===== src/rtl/mem_arb_pkg.sv =====
// Shared types and constants for the unified-memory arbiter used by the
// multi-cycle MIPS CPU and its program loader/debug port.
package mem_arb_pkg;

    typedef enum logic [1:0] {
        IDLE   = 2'd0,
        ACCESS = 2'd1,
        DONE   = 2'd2
    } state_t;

    localparam logic OWN_CPU = 1'b0;
    localparam logic OWN_LDR = 1'b1;

    localparam int MAX_LAT = 15;

endpackage


===== src/rtl/mem_arb_rr2.sv =====
// Two-way round-robin grant decision: a lone eligible port wins, and on a tie
// the port that was not granted last time wins.
module mem_arb_rr2
    import mem_arb_pkg::*;
(
    input  logic cpu_elig,
    input  logic ldr_elig,
    input  logic last_grant,
    output logic grant_valid,
    output logic grant_idx
);

    // Grant selection from eligibility and the previous winner
    always_comb begin
        grant_valid = cpu_elig | ldr_elig;
        grant_idx   = OWN_CPU;
        if (cpu_elig && ldr_elig) begin
            grant_idx = ~last_grant;
        end else if (ldr_elig) begin
            grant_idx = OWN_LDR;
        end else begin
            grant_idx = OWN_CPU;
        end
    end

endmodule


===== src/rtl/mem_arbiter.sv =====
// Shared-memory arbiter: grants the CPU or the loader, sequences a fixed-latency
// access to the unified memory and returns a one-cycle ready pulse to the owner.
module mem_arbiter
    import mem_arb_pkg::*;
#(
    parameter int ADDR_W  = 32,
    parameter int DATA_W  = 32,
    parameter int MEM_LAT = 1
) (
    input  logic              clk,
    input  logic              reset,
    input  logic              cpu_req,
    input  logic              cpu_we,
    input  logic [ADDR_W-1:0] cpu_addr,
    input  logic [DATA_W-1:0] cpu_wd,
    output logic              cpu_ready,
    input  logic              ldr_req,
    input  logic              ldr_we,
    input  logic [ADDR_W-1:0] ldr_addr,
    input  logic [DATA_W-1:0] ldr_wd,
    output logic              ldr_ready,
    input  logic              cpu_hold,
    output logic [DATA_W-1:0] rdata,
    output logic              mem_we,
    output logic [ADDR_W-1:0] mem_addr,
    output logic [DATA_W-1:0] mem_wd,
    input  logic [DATA_W-1:0] mem_rd,
    output logic              busy,
    output logic              owner
);

    // Out-of-range latencies are clamped so the counter never wraps
    localparam int LAT   = (MEM_LAT < 1) ? 1 : ((MEM_LAT > MAX_LAT) ? MAX_LAT : MEM_LAT);
    localparam int CNT_W = $clog2(LAT + 1);
    localparam logic [CNT_W-1:0] CNT_LAST = CNT_W'(LAT - 1);
    localparam logic [CNT_W-1:0] CNT_ZERO = {CNT_W{1'b0}};

    state_t              state_r;
    state_t              state_s;
    logic [CNT_W-1:0]    cnt_r;
    logic                owner_r;
    logic                last_r;
    logic                we_r;
    logic [ADDR_W-1:0]   addr_r;
    logic [DATA_W-1:0]   wd_r;
    logic [DATA_W-1:0]   rdata_r;
    logic                grant_valid_s;
    logic                grant_idx_s;
    logic                cpu_elig_s;

    assign cpu_elig_s = cpu_req & ~cpu_hold;

    mem_arb_rr2 u_rr2 (
        .cpu_elig    (cpu_elig_s),
        .ldr_elig    (ldr_req),
        .last_grant  (last_r),
        .grant_valid (grant_valid_s),
        .grant_idx   (grant_idx_s)
    );

    // State register
    always_ff @(posedge clk or posedge reset) begin
        if (reset) begin
            state_r <= IDLE;
        end else begin
            state_r <= state_s;
        end
    end

    // Next-state decode
    always_comb begin
        state_s = state_r;
        case (state_r)
            IDLE: begin
                if (grant_valid_s) begin
                    state_s = ACCESS;
                end else begin
                    state_s = IDLE;
                end
            end
            ACCESS: begin
                if (cnt_r == CNT_LAST) begin
                    state_s = DONE;
                end else begin
                    state_s = ACCESS;
                end
            end
            DONE:    state_s = IDLE;
            default: state_s = IDLE;
        endcase
    end

    // Request latch, latency counter, read capture and last-grant tracking
    always_ff @(posedge clk or posedge reset) begin
        if (reset) begin
            cnt_r   <= CNT_ZERO;
            owner_r <= OWN_CPU;
            last_r  <= OWN_LDR;
            we_r    <= 1'b0;
            addr_r  <= {ADDR_W{1'b0}};
            wd_r    <= {DATA_W{1'b0}};
            rdata_r <= {DATA_W{1'b0}};
        end else begin
            case (state_r)
                IDLE: begin
                    if (grant_valid_s) begin
                        owner_r <= grant_idx_s;
                        cnt_r   <= CNT_ZERO;
                        we_r    <= (grant_idx_s == OWN_LDR) ? ldr_we   : cpu_we;
                        addr_r  <= (grant_idx_s == OWN_LDR) ? ldr_addr : cpu_addr;
                        wd_r    <= (grant_idx_s == OWN_LDR) ? ldr_wd   : cpu_wd;
                    end
                end
                ACCESS: begin
                    cnt_r <= cnt_r + CNT_W'(1);
                    if ((cnt_r == CNT_LAST) && !we_r) begin
                        rdata_r <= mem_rd;
                    end
                end
                DONE: begin
                    last_r <= owner_r;
                end
                default: begin
                    cnt_r <= CNT_ZERO;
                end
            endcase
        end
    end

    // Outputs decode only registered state; the strobe lasts the first access cycle
    assign mem_we    = (state_r == ACCESS) && we_r && (cnt_r == CNT_ZERO);
    assign mem_addr  = addr_r;
    assign mem_wd    = wd_r;
    assign rdata     = rdata_r;
    assign busy      = (state_r != IDLE);
    assign owner     = owner_r;
    assign cpu_ready = (state_r == DONE) && (owner_r == OWN_CPU);
    assign ldr_ready = (state_r == DONE) && (owner_r == OWN_LDR);

endmodule


===== config.mk =====
export PLATFORM = sky130hd
export DESIGN_NAME = mem_arbiter
export DESIGN_NICKNAME = d
export VERILOG_FILES = /design/src/rtl/mem_arb_pkg.sv /design/src/rtl/mem_arb_rr2.sv /design/src/rtl/mem_arbiter.sv
export SDC_FILE = /design/constraint.sdc
export NUM_CORES = 1
export LEC_CHECK = 0
export BUFFER_PORTS_ARGS = -buffer_cell sky130_fd_sc_hd__buf_2
export CORE_MARGIN = 2
export CORE_UTILIZATION = 30
export DETAILED_ROUTE_END_ITERATION = 7
export PLACE_DENSITY_LB_ADDON = 0.2
export SLEW_MARGIN = 30
export SYNTH_ARGS = -nofsm -noshare
export SYNTH_HDL_FRONTEND = slang
export SYNTH_HIERARCHICAL = 1
export SYNTH_SLANG_ARGS = --single-unit

===== constraint.sdc =====
create_clock -name clk -period 8.46 [get_ports clk]
set_clock_uncertainty 0.15 [all_clocks]
set_input_delay 0.423 -clock clk [delete_from_list [all_inputs] [get_ports clk]]
set_output_delay 0.423 -clock clk [all_outputs]
set_load 0.01 [all_outputs]

==> summary.txt <==
outcome: completed
area growth from synthesis to layout: 39.71%
final WL: 11,170 um
total CTS buffers: 9
Worst Tran Pin Value: 0.7958 ns
ratio of cells with drive above 1 in the final layout: 79.55%
Seq pwr share: 39.2%
initial antenna violation count: 0
# setup viols final: 0
Synthesized Nets: 468
Ports: 268
fin crit period: 2.689 ns
P_int: 1.505 mW
postcts setup bufs: 0
Ys Warns: 6
multi-input logic area: 1984 sq um
Clock Sink Count: 102
total negative slack: 0 ns
initial core utilization: 30.68%
commonest non-fill, non-tap cell in the layout: buf_2
leading area contributor after synthesis: dfrtp_1
CTS Buffer Depth: 2
worst setup margin: 5.771 ns
Reg clk slew, reported paths: 0.07 ns
Die X: 128.5 um
NetSw: 732.9 uW
post-route cell area: 6492 sq um
Synth area leaders: dfrtp_1 54%, mux2_2 39%, buf_4 0.81%
first-pass GRT wire length: 17,020 um
vias in the first global route: 3,492
GRT Overall Usage: 13.30%
post-synthesis average cell area: 15.44 sq um
most frequent cells in the layout: 267 x buf_2, 160 x mux2_2, 101 x dfrtp_1
R2R depth: 4
CP Class: in -> reg
# nets final: 734
fin crit share: 31.79%
worst setup path endpoint: mem_wd[19]
die height: 128.5 um
H-tree levels: 3
filler cell count: 1,436
maximum vdd ir drop: 0.1779 mV
drt via density: 4.432
CTS tree: done
ant diodes: 0
Achievable Freq: 371.9 MHz
max-slew violation count: 0
First-pass DRT Iterations: 3
Required @ worst endpoint: 8.53 ns
FF+latch area: 2554 sq um
WL/cell: 14.70 um
Core Util, Final: 42.87%
routed via count: 3,368
crit path max fanout: 44
clock network power share: 19.6%
worst hold path depth: 2
worst skew pair latency: 0.34 ns
Place WS: 5.412 ns
# DRC: 0
top_reg_cell synth: dfrtp_1
switching part of the total: 32.74%
Combinational Power Share: 41.3%
CORE AREA: 15,150 sq um
number of synthesized flops with an enable pin: 0
placer congestion estimate: 0.7150
CP Capture Type: register
Crit path arrival time: 2.76 ns
Max Cap Violations: 0
pwr/cell area: 344.8 nW/um^2
initial drt markers: 66
Die Area: 16,500 sq um
synthesized area: 4647 sq um
Worst setup SP type: input port
clk root buf: clkbuf_16
worst rel slew slack: 46.95%
row cnt: 45
RSZ-0062 raised after global routing: false
total leakage power: 3.138 nW
Fin. Hold Viols: 0
Hold/Removal Path Class: in -> reg
Yosys top cell area share: 54.39%
largest net degree at the start of global routing: 66
FF-to-FF setup slack: 5.85 ns
detailed placement HPWL: 8496 um
sequential element share of the synthesized area: 54.95%
register bit count reported by yosys: 102
grt ovf: 0
Post-DP Area: 6161 sq um
crit path from: cpu_hold
Synth cell types: 24
Crit Reg-Reg Endpoint: mem_wd[19]
FFs w/ async S/R, synth: 100.0%
Mapped Cells: 301
Final ANT Viol Nets: 0
FF-to-FF Start: state_r[1]
input/output buffers: 267
final cells by class:
cell class | instances | share of cell area, %
flip-flops and latches | 102 | 39.33
well taps | 188 | 3.623
clock buffers | 9 | 3.469
clock inverters | 7 | 1.484
inverters | 2 | 0.1542
multi-input cells | 179 | 30.56
repair buffers | 273 | 21.37
kinds of logic (layout without fill, tap and decap cells):
group	after synthesis	count (layout)	synth area share, %
and+or+nand+nor	12	12	2.101
AOI/OAI and AO/OA	3	3	0.5117
buffers and inverters	20	291	2.719
DFF	102	102	54.95
muxes	164	164	39.71
per-layer routing:
| metal | part of all wire (%) | GRT usage (%) | vias up |
|---|---|---|---|
| li1 | - | - | 1610 |
| met5 | 0 | 0 | - |
| met4 | 0.88 | 3.297 | 0 |
| met3 | 12 | 6.736 | 6 |
| met2 | 48 | 22.72 | 167 |
| met1 | 39 | 14.81 | 1585 |
what timing repair did:
action                    CTS  global route
hold endpoints to repair   11             0
resized for setup           0             0
hold buffers                1             0
sequential cells by signal, summed over array words and instances, names as in the netlist:
register  flops
rdata        32
owner         1
mem_addr     32
we_r          1
last_r        1
cnt_r         1
mem_wd       32
state_r       2
power by group through the flow:
| stage | logic, mW | clock network [mW] | registers, mW |
|---|---|---|---|
| 2_1_floorplan | 0.461 | 0 | 0.987 |
| 3_3_place_gp | 0.917 | 0 | 0.882 |
| 3_5_place_dp | 0.942 | 0 | 0.885 |
| 4_1_cts | 0.942 | 0.458 | 0.882 |
| 5_1_grt | 1.01 | 0.481 | 0.911 |
| 6_report | 0.924 | 0.438 | 0.877 |
synthesized netlist by cell type (2+ instances only):
library cell and instances:
buf_4 5, dfrtp_1 101, buf_6 3, clkbuf_1 2, nand2b_1 2, buf_2 7
inv_1 2, mux2_1 3, mux2_2 160, nor2_1 2
critical path, stage by stage:
cell and delay [ns]:
buf_2 0.10, nor2b_1 0.22, or2_1 0.19, nor3b_4 0.65
buf_6 0.24, buf_4 0.49, mux2_2 0.40
how the worst min path moves through the flow:
stage | from | endpoint | slack (ns)
final | mem_rd[0] | rdata[0] | 0.16
after detailed placement | mem_addr[8] | mem_addr[8] | 0.33
after floorplan | last_r | last_r | 0.34
after global placement | rdata[8] | rdata[8] | 0.31
after global routing | mem_rd[22] | rdata[22] | 0.13
after CTS | mem_rd[0] | rdata[0] | 0.14
through the flow:
step	hold slack [ns]	std cells	power (mW)
2_1_floorplan	0.3436	301	1.448
3_3_place_gp	0.3149	742	1.799
3_5_place_dp	0.3333	743	1.827
4_1_cts	0.1364	760	2.282
5_1_grt	0.1348	760	2.398
6_report	0.1553	760	2.238
Power figures use the tool's default switching activity.
